[src/rtl/block_xfer_ctrl.sv]
// block_xfer_ctrl
// Turns one block-transfer request into a stream of per-word commands for
// the register-bank/memory datapath.
//   dir = 0 : store, register bank -> memory, opcode 01
//   dir = 1 : load,  memory -> register bank, opcode 10
// Each load command is held for 1 + RD_WAIT cycles so that the synchronous
// memory read data is settled before the final capture.
//
// Ports
//   clka       clock, rising edge
//   rstn       asynchronous active-low reset
//   start      request strobe, only looked at in IDLE
//   dir        transfer direction
//   base_addr  first memory address
//   first_reg  first register number
//   count      number of words (0..8 legal; above 8 is rejected)
//   opcode     command to the datapath (11 = read-only, never a write)
//   address    memory address of the current command
//   regNo      register number of the current command
//   cmd_valid  a store/load command is being presented
//   busy       transfer in progress, up to and including the DONE cycle
//   done       one-cycle completion pulse
//   err        one-cycle pulse, request rejected
//
// state | meaning
// ------+------------------------------------------------------------
// IDLE  | waiting for start; opcode 11, address/regNo hold last values
// ISSUE | presenting beat i (store or load)
// WAIT  | load only: holding beat i for RD_WAIT extra cycles
// DONE  | one-cycle completion, done = busy = 1
//
// Every output is a decode of registered state or a register itself, so
// there is no combinational path from any input to any output.

module block_xfer_ctrl #(
   parameter int RD_WAIT = 2
) (
   input  logic       clka,
   input  logic       rstn,
   input  logic       start,
   input  logic       dir,
   input  logic [3:0] base_addr,
   input  logic [2:0] first_reg,
   input  logic [3:0] count,
   output logic [1:0] opcode,
   output logic [3:0] address,
   output logic [2:0] regNo,
   output logic       cmd_valid,
   output logic       busy,
   output logic       done,
   output logic       err
);

   localparam int WW = (RD_WAIT > 1) ? $clog2(RD_WAIT) : 1;
   localparam logic [WW-1:0] WAIT_LOAD = WW'((RD_WAIT > 0) ? RD_WAIT - 1 : 0);
   localparam logic HAS_WAIT = (RD_WAIT > 0);

   typedef enum logic [1:0] {
      S_IDLE  = 2'd0,
      S_ISSUE = 2'd1,
      S_WAIT  = 2'd2,
      S_DONE  = 2'd3
   } state_t;

   state_t          state;
   state_t          state_nx;
   logic            dir_q;
   logic [3:0]      beats_left;   // beats remaining after the current one
   logic [WW-1:0]   wait_cnt;     // down-counter for the load hold
   logic            req_bad;
   logic            req_go;
   logic            last_beat;
   logic            wait_tc;
   logic            load_hold;
   logic            advance;

   assign req_bad   = (count > 4'd8);
   assign req_go    = (state == S_IDLE) && start && !req_bad && (count != 4'd0);
   assign last_beat = (beats_left == 4'd0);
   assign wait_tc   = (wait_cnt == '0);
   assign load_hold = dir_q && HAS_WAIT;

   // Step to the next beat: a store beat that is not the last one, or the
   // end of a load hold that is not the last one.
   assign advance = ((state == S_ISSUE) && !load_hold && !last_beat) ||
                    ((state == S_WAIT) && wait_tc && !last_beat);

   always_ff @(posedge clka or negedge rstn) begin
      if (!rstn) begin
         state <= S_IDLE;
      end else begin
         state <= state_nx;
      end
   end

   always_comb begin
      state_nx = state;
      case (state)
         S_IDLE: begin
            if (start) begin
               if (count == 4'd0) begin
                  state_nx = S_DONE;
               end else if (!req_bad) begin
                  state_nx = S_ISSUE;
               end
            end
         end
         S_ISSUE: begin
            if (load_hold) begin
               state_nx = S_WAIT;
            end else if (last_beat) begin
               state_nx = S_DONE;
            end
         end
         S_WAIT: begin
            if (wait_tc) begin
               state_nx = last_beat ? S_DONE : S_ISSUE;
            end
         end
         S_DONE: begin
            state_nx = S_IDLE;
         end
         default: begin
            state_nx = S_IDLE;
         end
      endcase
   end

   always_ff @(posedge clka or negedge rstn) begin
      if (!rstn) begin
         dir_q      <= 1'b0;
         beats_left <= 4'd0;
         wait_cnt   <= '0;
         address    <= 4'd0;
         regNo      <= 3'd0;
         err        <= 1'b0;
      end else begin
         err <= (state == S_IDLE) && start && req_bad;
         if (req_go) begin
            dir_q      <= dir;
            beats_left <= count - 4'd1;
            address    <= base_addr;
            regNo      <= first_reg;
         end
         if (state == S_ISSUE) begin
            wait_cnt <= WAIT_LOAD;
         end else if ((state == S_WAIT) && !wait_tc) begin
            wait_cnt <= wait_cnt - 1'b1;
         end
         // Both fields wrap naturally at their own widths.
         if (advance) begin
            beats_left <= beats_left - 4'd1;
            address    <= address + 4'd1;
            regNo      <= regNo + 3'd1;
         end
      end
   end

   always_comb begin
      opcode    = 2'b11;
      cmd_valid = 1'b0;
      if ((state == S_ISSUE) || (state == S_WAIT)) begin
         opcode    = dir_q ? 2'b10 : 2'b01;
         cmd_valid = 1'b1;
      end
   end

   assign busy = (state != S_IDLE);
   assign done = (state == S_DONE);

endmodule

[config.mk]
export PLATFORM = sky130hd
export DESIGN_NAME = block_xfer_ctrl
export DESIGN_NICKNAME = d
export VERILOG_FILES = /design/src/rtl/block_xfer_ctrl.sv
export SDC_FILE = /design/constraint.sdc
export NUM_CORES = 1
export LEC_CHECK = 0
export CAP_MARGIN = 10
export CORE_UTILIZATION = 43
export DETAILED_ROUTE_END_ITERATION = 10
export PLACE_DENSITY = 0.75
export SKIP_LAST_GASP = 1
export SLEW_MARGIN = 15
export SYNTH_ARGS = -nofsm -noshare
export SYNTH_HDL_FRONTEND = slang
export SYNTH_SLANG_ARGS = --single-unit
[constraint.sdc]
create_clock -name clka -period 2.7 [get_ports clka]
set_clock_uncertainty 0.15 [all_clocks]
set_input_delay 0.27 -clock clka [delete_from_list [all_inputs] [get_ports clka]]
set_output_delay 0.27 -clock clka [all_outputs]
set_load 0.01 [all_outputs]
* Yosys cells after proc, flatten, opt, wreduce, memory -nomap -nowiden *
Index checks and enable logic that the tools add are counted.

operators by class
  add/subtract/negate cells = 5
  $mul = 0
  div/mod/pow operators = 0
  magnitude comparators = 1
  equality and inequality tests = 7
  shift operators = 0
  mux-type cells = 19
  bitwise operators = 1
  reduce and logical (&&, ||, !) cells = 22

operators by type and width
  kind                                              count
  2-to-1 mux 2 bit                                  9
  2-to-1 mux 4 bit                                  4
  logical AND 1 bit                                 9
  zero test 4 bit                                   2
  case mux 2 bit (4 select lines)                   1
  subtractor 4 x 1 -> 4 bit, second input constant  2
  2-to-1 mux 3 bit                                  2
  nonzero test 2 bit                                3
  adder 4 x 1 -> 4 bit, second input constant       1
  == test 2 bit, second input constant              2
  > comparator 4 bit, second input constant         1
  != test 2 bit, second input constant              2
  AND reduction 4 bit                               1
  nonzero test 4 bit                                1
  adder 3 x 1 -> 3 bit, second input constant       1
  zero test 1 bit                                   3
  2-to-1 mux 1 bit                                  3
  != test 3 x 2 -> 1 bit, second input constant     1
  != test 3 bit, second input constant              1
  == test 2 x 1 -> 1 bit, second input constant     1
  zero test 2 bit                                   1
  logical OR 1 bit                                  2
  inverter 1 bit                                    1
  subtractor 1 bit, second input constant           1

storage, ports and cells
  register bits after elaboration = 16
  bits in latches = 0
  memory bits (writable) = 0
  bits in read-only memories = 0
  input port bits = 15
  output and inout bits = 13
  logic and storage cells = 62
  memories = 0

* Depth between registers and ports, before layout *
  word-level depth = 6
  mapped depth = 11

* Least setup slack after synthesis *
Ideal clock, no wire load.

  path type = register to register
  start = reg state[0]
  end = reg beats_left[2]
  arrival = 2.365 ns
  path slack = 0.085 ns
  stages on the path, launching flop included = 12
  period minus slack after synthesis = 2.615 ns
  path through = dfrtp_1 -> inv_1 -> ha_1 -> or2b_2 -> a21o_2 -> buf_2 -> mux2i_1 -> ha_1 -> nand2_1 -> nor2_1 -> mux2_4 -> nor4_1

on the way
  word-level cells in the longest chain between the ends = 5

ends and longest elaborated chain
  what                                                           RTL line    source
  start, declared                                                65          state_t state;
  start signal, assigned                                         92          state <= state_nx;
  == test 2 x 1 -> 1 bit (tied with other cells)                 85          assign advance = ((state == S_ISSUE) && !load_hold && !last_beat) ||
  logical AND 1 bit, on equally long branches (2 in series)      85, 78, 86
  logical OR 1 bit / logical AND 1 bit (equally long branches)   85, 78
  2-to-1 mux 4 bit / nonzero test 2 bit (equally long branches)  -
  end signal, assigned                                           141         beats_left <= count - 4'd1;
  end signal, assigned                                           152         beats_left <= beats_left - 4'd1;
  end, declared                                                  68          logic [3:0] beats_left;

Parallel ways exist; a longest one is shown, timed or not.
A chain may end at the register's enable or synchronous reset.

* Worst setup path in the final report *
  start = reg state[1]
  end = reg beats_left[2]

Same word-level chain as after synthesis.

==> flow_metrics.py <==
metrics = {
    "outcome": {
        "status": "complete, no violations",
    },
    "finish": {
        "num_antenna_cells": 0,
        "fin_util": 0.637,
        "drive_gt1_frac": 0.213,
        "finalNonFillerCells": 169,
        "nets": 165,
        "areaGrowthSynthToFinish_pct": 35.3,
        "fin_area_sq_um": 1450,
    },
    "pwr": {
        "power_leakage_nw": 0.607,
        "power.density_nw_per_um2": 1210,
        "power.total_mw": 1.76,
        "peakVddDrop_mv": 0.675,
    },
    "global_route": {
        "grt_max_degree": 17,
        "grt-ovfl-total": 0,
        "first_global_vias": 909,
        "antenna_found_initial": 0,
        "track_usage": 0.203,
        "grt_pass1_wl_mm": 4.02,
    },
    "clock_tree": {
        "cts.clk_slew.worst_paths_ns": 0.11,
        "tritoncts": "yes",
        "clock-sinks": 16,
        "cts_buffers": 3,
        "clk_latency_ns": 0.30,
        "cts_buffer_depth": 2,
        "cts-root-buf": "clkbuf_4",
        "postCtsHoldBufs": 0,
        "htreeDepth": 1,
    },
    "worst_setup_path": {
        "regToRegEndpoint": "beats_left[2]",
        "ff2ff_path_depth": 10,
        "cp_cell_sequence": "inv_1 > ha_1 > or2b_2 > a21o_2 > mux2i_1 > ha_2 > nand2_1 > nor2_1 > mux2_4 > nor4_4",
        "ff2ff_setup_slack_ns": 0.14,
        "cpPeakStageDelay_ns": 0.43,
        "end_kind": "register",
        "cp-start-kind": "register",
        "reg2reg_from": "state[1]",
        "critical-path-top-delay-family": "simple AND/OR/NAND/NOR gates",
        "cp.required_ns": 2.76,
        "cp_num_buf_inv": 1,
        "cp_max_fo": 5,
        "cp_slowest_cell": "dfrtp_1",
        "path_class": "register to register",
        "cp.arrival_ns": 2.63,
    },
    "synth": {
        "ys_ff_latch": 16,
        "yosysUniqueCellTypes": 33,
        "synth_top_area_frac": 0.374,
        "async_flop_share": 1.00,
        "ys_seq_area_frac": 0.374,
        "syn_area_per_cell_sq_um": 9.92,
        "netlist_area_sq_um": 1070,
        "synthFlopType": "dfrtp_1",
        "ys_warn_count": 0,
        "synth_top_cell_by_area": "dfrtp_1",
        "netlist_instances": 108,
        "synth-edff-count": 0,
        "syn-num-nets": 131,
        "synth_area_leaders": "dfrtp_1, ha_1, nand2_1, mux2_2, nor4_4",
    },
    "placed_design": {
        "placed_area_sq_um": 1380,
        "gp_congestion": 0.790,
        "dp_cells": 163,
        "dp_slack_ns": 0.0136,
        "io_buffers": 27,
        "hpwlAfterDp_mm": 1.91,
    },
    "timing": {
        "fin_crit_ns": 2.56,
        "setup_slack_ns": 0.137,
        "max_clock_freq_mhz": 390,
        "tightestPinTransition_ns": 0.752,
        "holdWs_ns": 0.251,
        "slew_violations": 0,
        "rsz0062_at_grt": "false",
        "setup_tns_ns": 0,
        "slew-limit-headroom": 0.497,
        "hold_violations": 0,
        "setup_viol": 0,
        "period_share": 0.949,
    },
    "job": {
        "drv_cap": 0,
    },
    "route": {
        "wl_per_cell_um": 14.9,
        "dr.pass1.iters": 4,
        "drc": 0,
        "via_per_inst": 5.54,
        "num_vias": 936,
        "wl_mm": 2.51,
        "drt_iter0_drc": 10,
        "final_antenna_net_count": 0,
    },
    "die": {
        "ios": 28,
        "die_x_um": 51.9,
        "die_h_um": 51.9,
        "initial_utilization": 0.471,
        "core_area_sq_um": 2280,
        "rows": 17,
        "die_area_sq_um": 2690,
    },
    "hold_path": {
        "hp-class": "input port to async pin",
    },
}
==> registers in the layout (all words and copies together), names as in the netlist <==
name        count
wait_cnt        1
regNo           3
beats_left      4
err             1
dir_q           1
state           2
address         4
==> metal layers <==
metal	GRT usage	part of all wire	vias to the layer above
met2	0.389	0.51	23
met5	0	0	-
met4	0.0405	0.0048	0
met3	0.0439	0.041	2
met1	0.225	0.44	451
li1	-	-	460
==> synthesized netlist by cell type, types with 2 or more instances <==
library cell / instances
nand2_1: 17
a31oi_1: 2
ha_1: 8
nor3_1: 2
or2b_2: 2
a21oi_1: 8
a211oi_1: 3
o21ai_0: 5
mux2_2: 5
nor4_4: 2
nand3_1: 3
mux2i_1: 2
nor2_1: 6
nor4_1: 2
buf_2: 3
inv_1: 4
o221a_2: 3
dfrtp_1: 16
==> cell type report <==
class                   instances  area [sq um]
clock buffers                   4          36.3
fillers                       197           827
multi-input cells              84           647
flip-flops and latches         16           400
well taps                      28          35.0
repair buffers                 33           315
inverters                       4          15.0
==> worst max path at each step <==
stage | startpoint | end | slack, ns | cells after the start
floorplan | state[0] | beats_left[2] | 0.08 | 11
global placement | state[0] | beats_left[2] | 0.18 | 10
detailed placement | state[0] | beats_left[2] | 0.01 | 10
CTS | state[0] | beats_left[2] | 0.02 | 10
global route | state[1] | beats_left[2] | 0.04 | 10
finish | state[1] | beats_left[2] | 0.14 | 10
==> layout by cell type, fill, tap and decap left out, types with 3 or more instances in the layout <==
master           netlist  routed
ha_1                   8       7
nor2_1                 6       6
o221a_2                3       3
inv_1                  4       3
a21oi_1                8       8
mux2_2                 5       5
nand2_1               17      17
a211oi_1               3       3
clkbuf_4               0       3
clkdlybuf4s50_1        0      27
buf_4                  0       6
nor4_4                 2       3
dfrtp_1               16      16
o21ai_0                5       5
nand3_1                3       3
==> cell families after synthesis <==
kind of cell | after synthesis | synth area share
AO/OA/AOI/OAI | 27 | 0.185
adder cells (fa/ha/maj) | 8 | 0.0935
flip-flops | 16 | 0.374
AND/OR/NAND/NOR | 41 | 0.224
buffers and inverters | 8 | 0.0385
multiplexers | 8 | 0.0853
==> where the power goes <==
part	internal, mW	switching [mW]	leakage [nW]
Combinational	0.597	0.508	0.401
Sequential	0.360	0.126	0.185
Clock	0.0822	0.0843	0.0210
Total	1.04	0.718	0.607
==> repair_timing <==
| item | in CTS | in global routing |
|---|---|---|
| endpoints found under the setup margin | 0 | 1 |
| gates resized for setup | 0 | 4 |
| endpoints found under the hold margin | 0 | 0 |
| buffers inserted | 0 | 2 |
==> worst register-to-register path, delay by kind of cell (launching register included) <==
kind	cells	cell delay [ns]
fa+ha+maj	2	0.42
simple gates	4	0.71
mux	2	0.42
buf+inv	1	0.11
flops	1	0.43
compound gates	1	0.23
No activity file was read; power rests on OpenSTA's default activity.
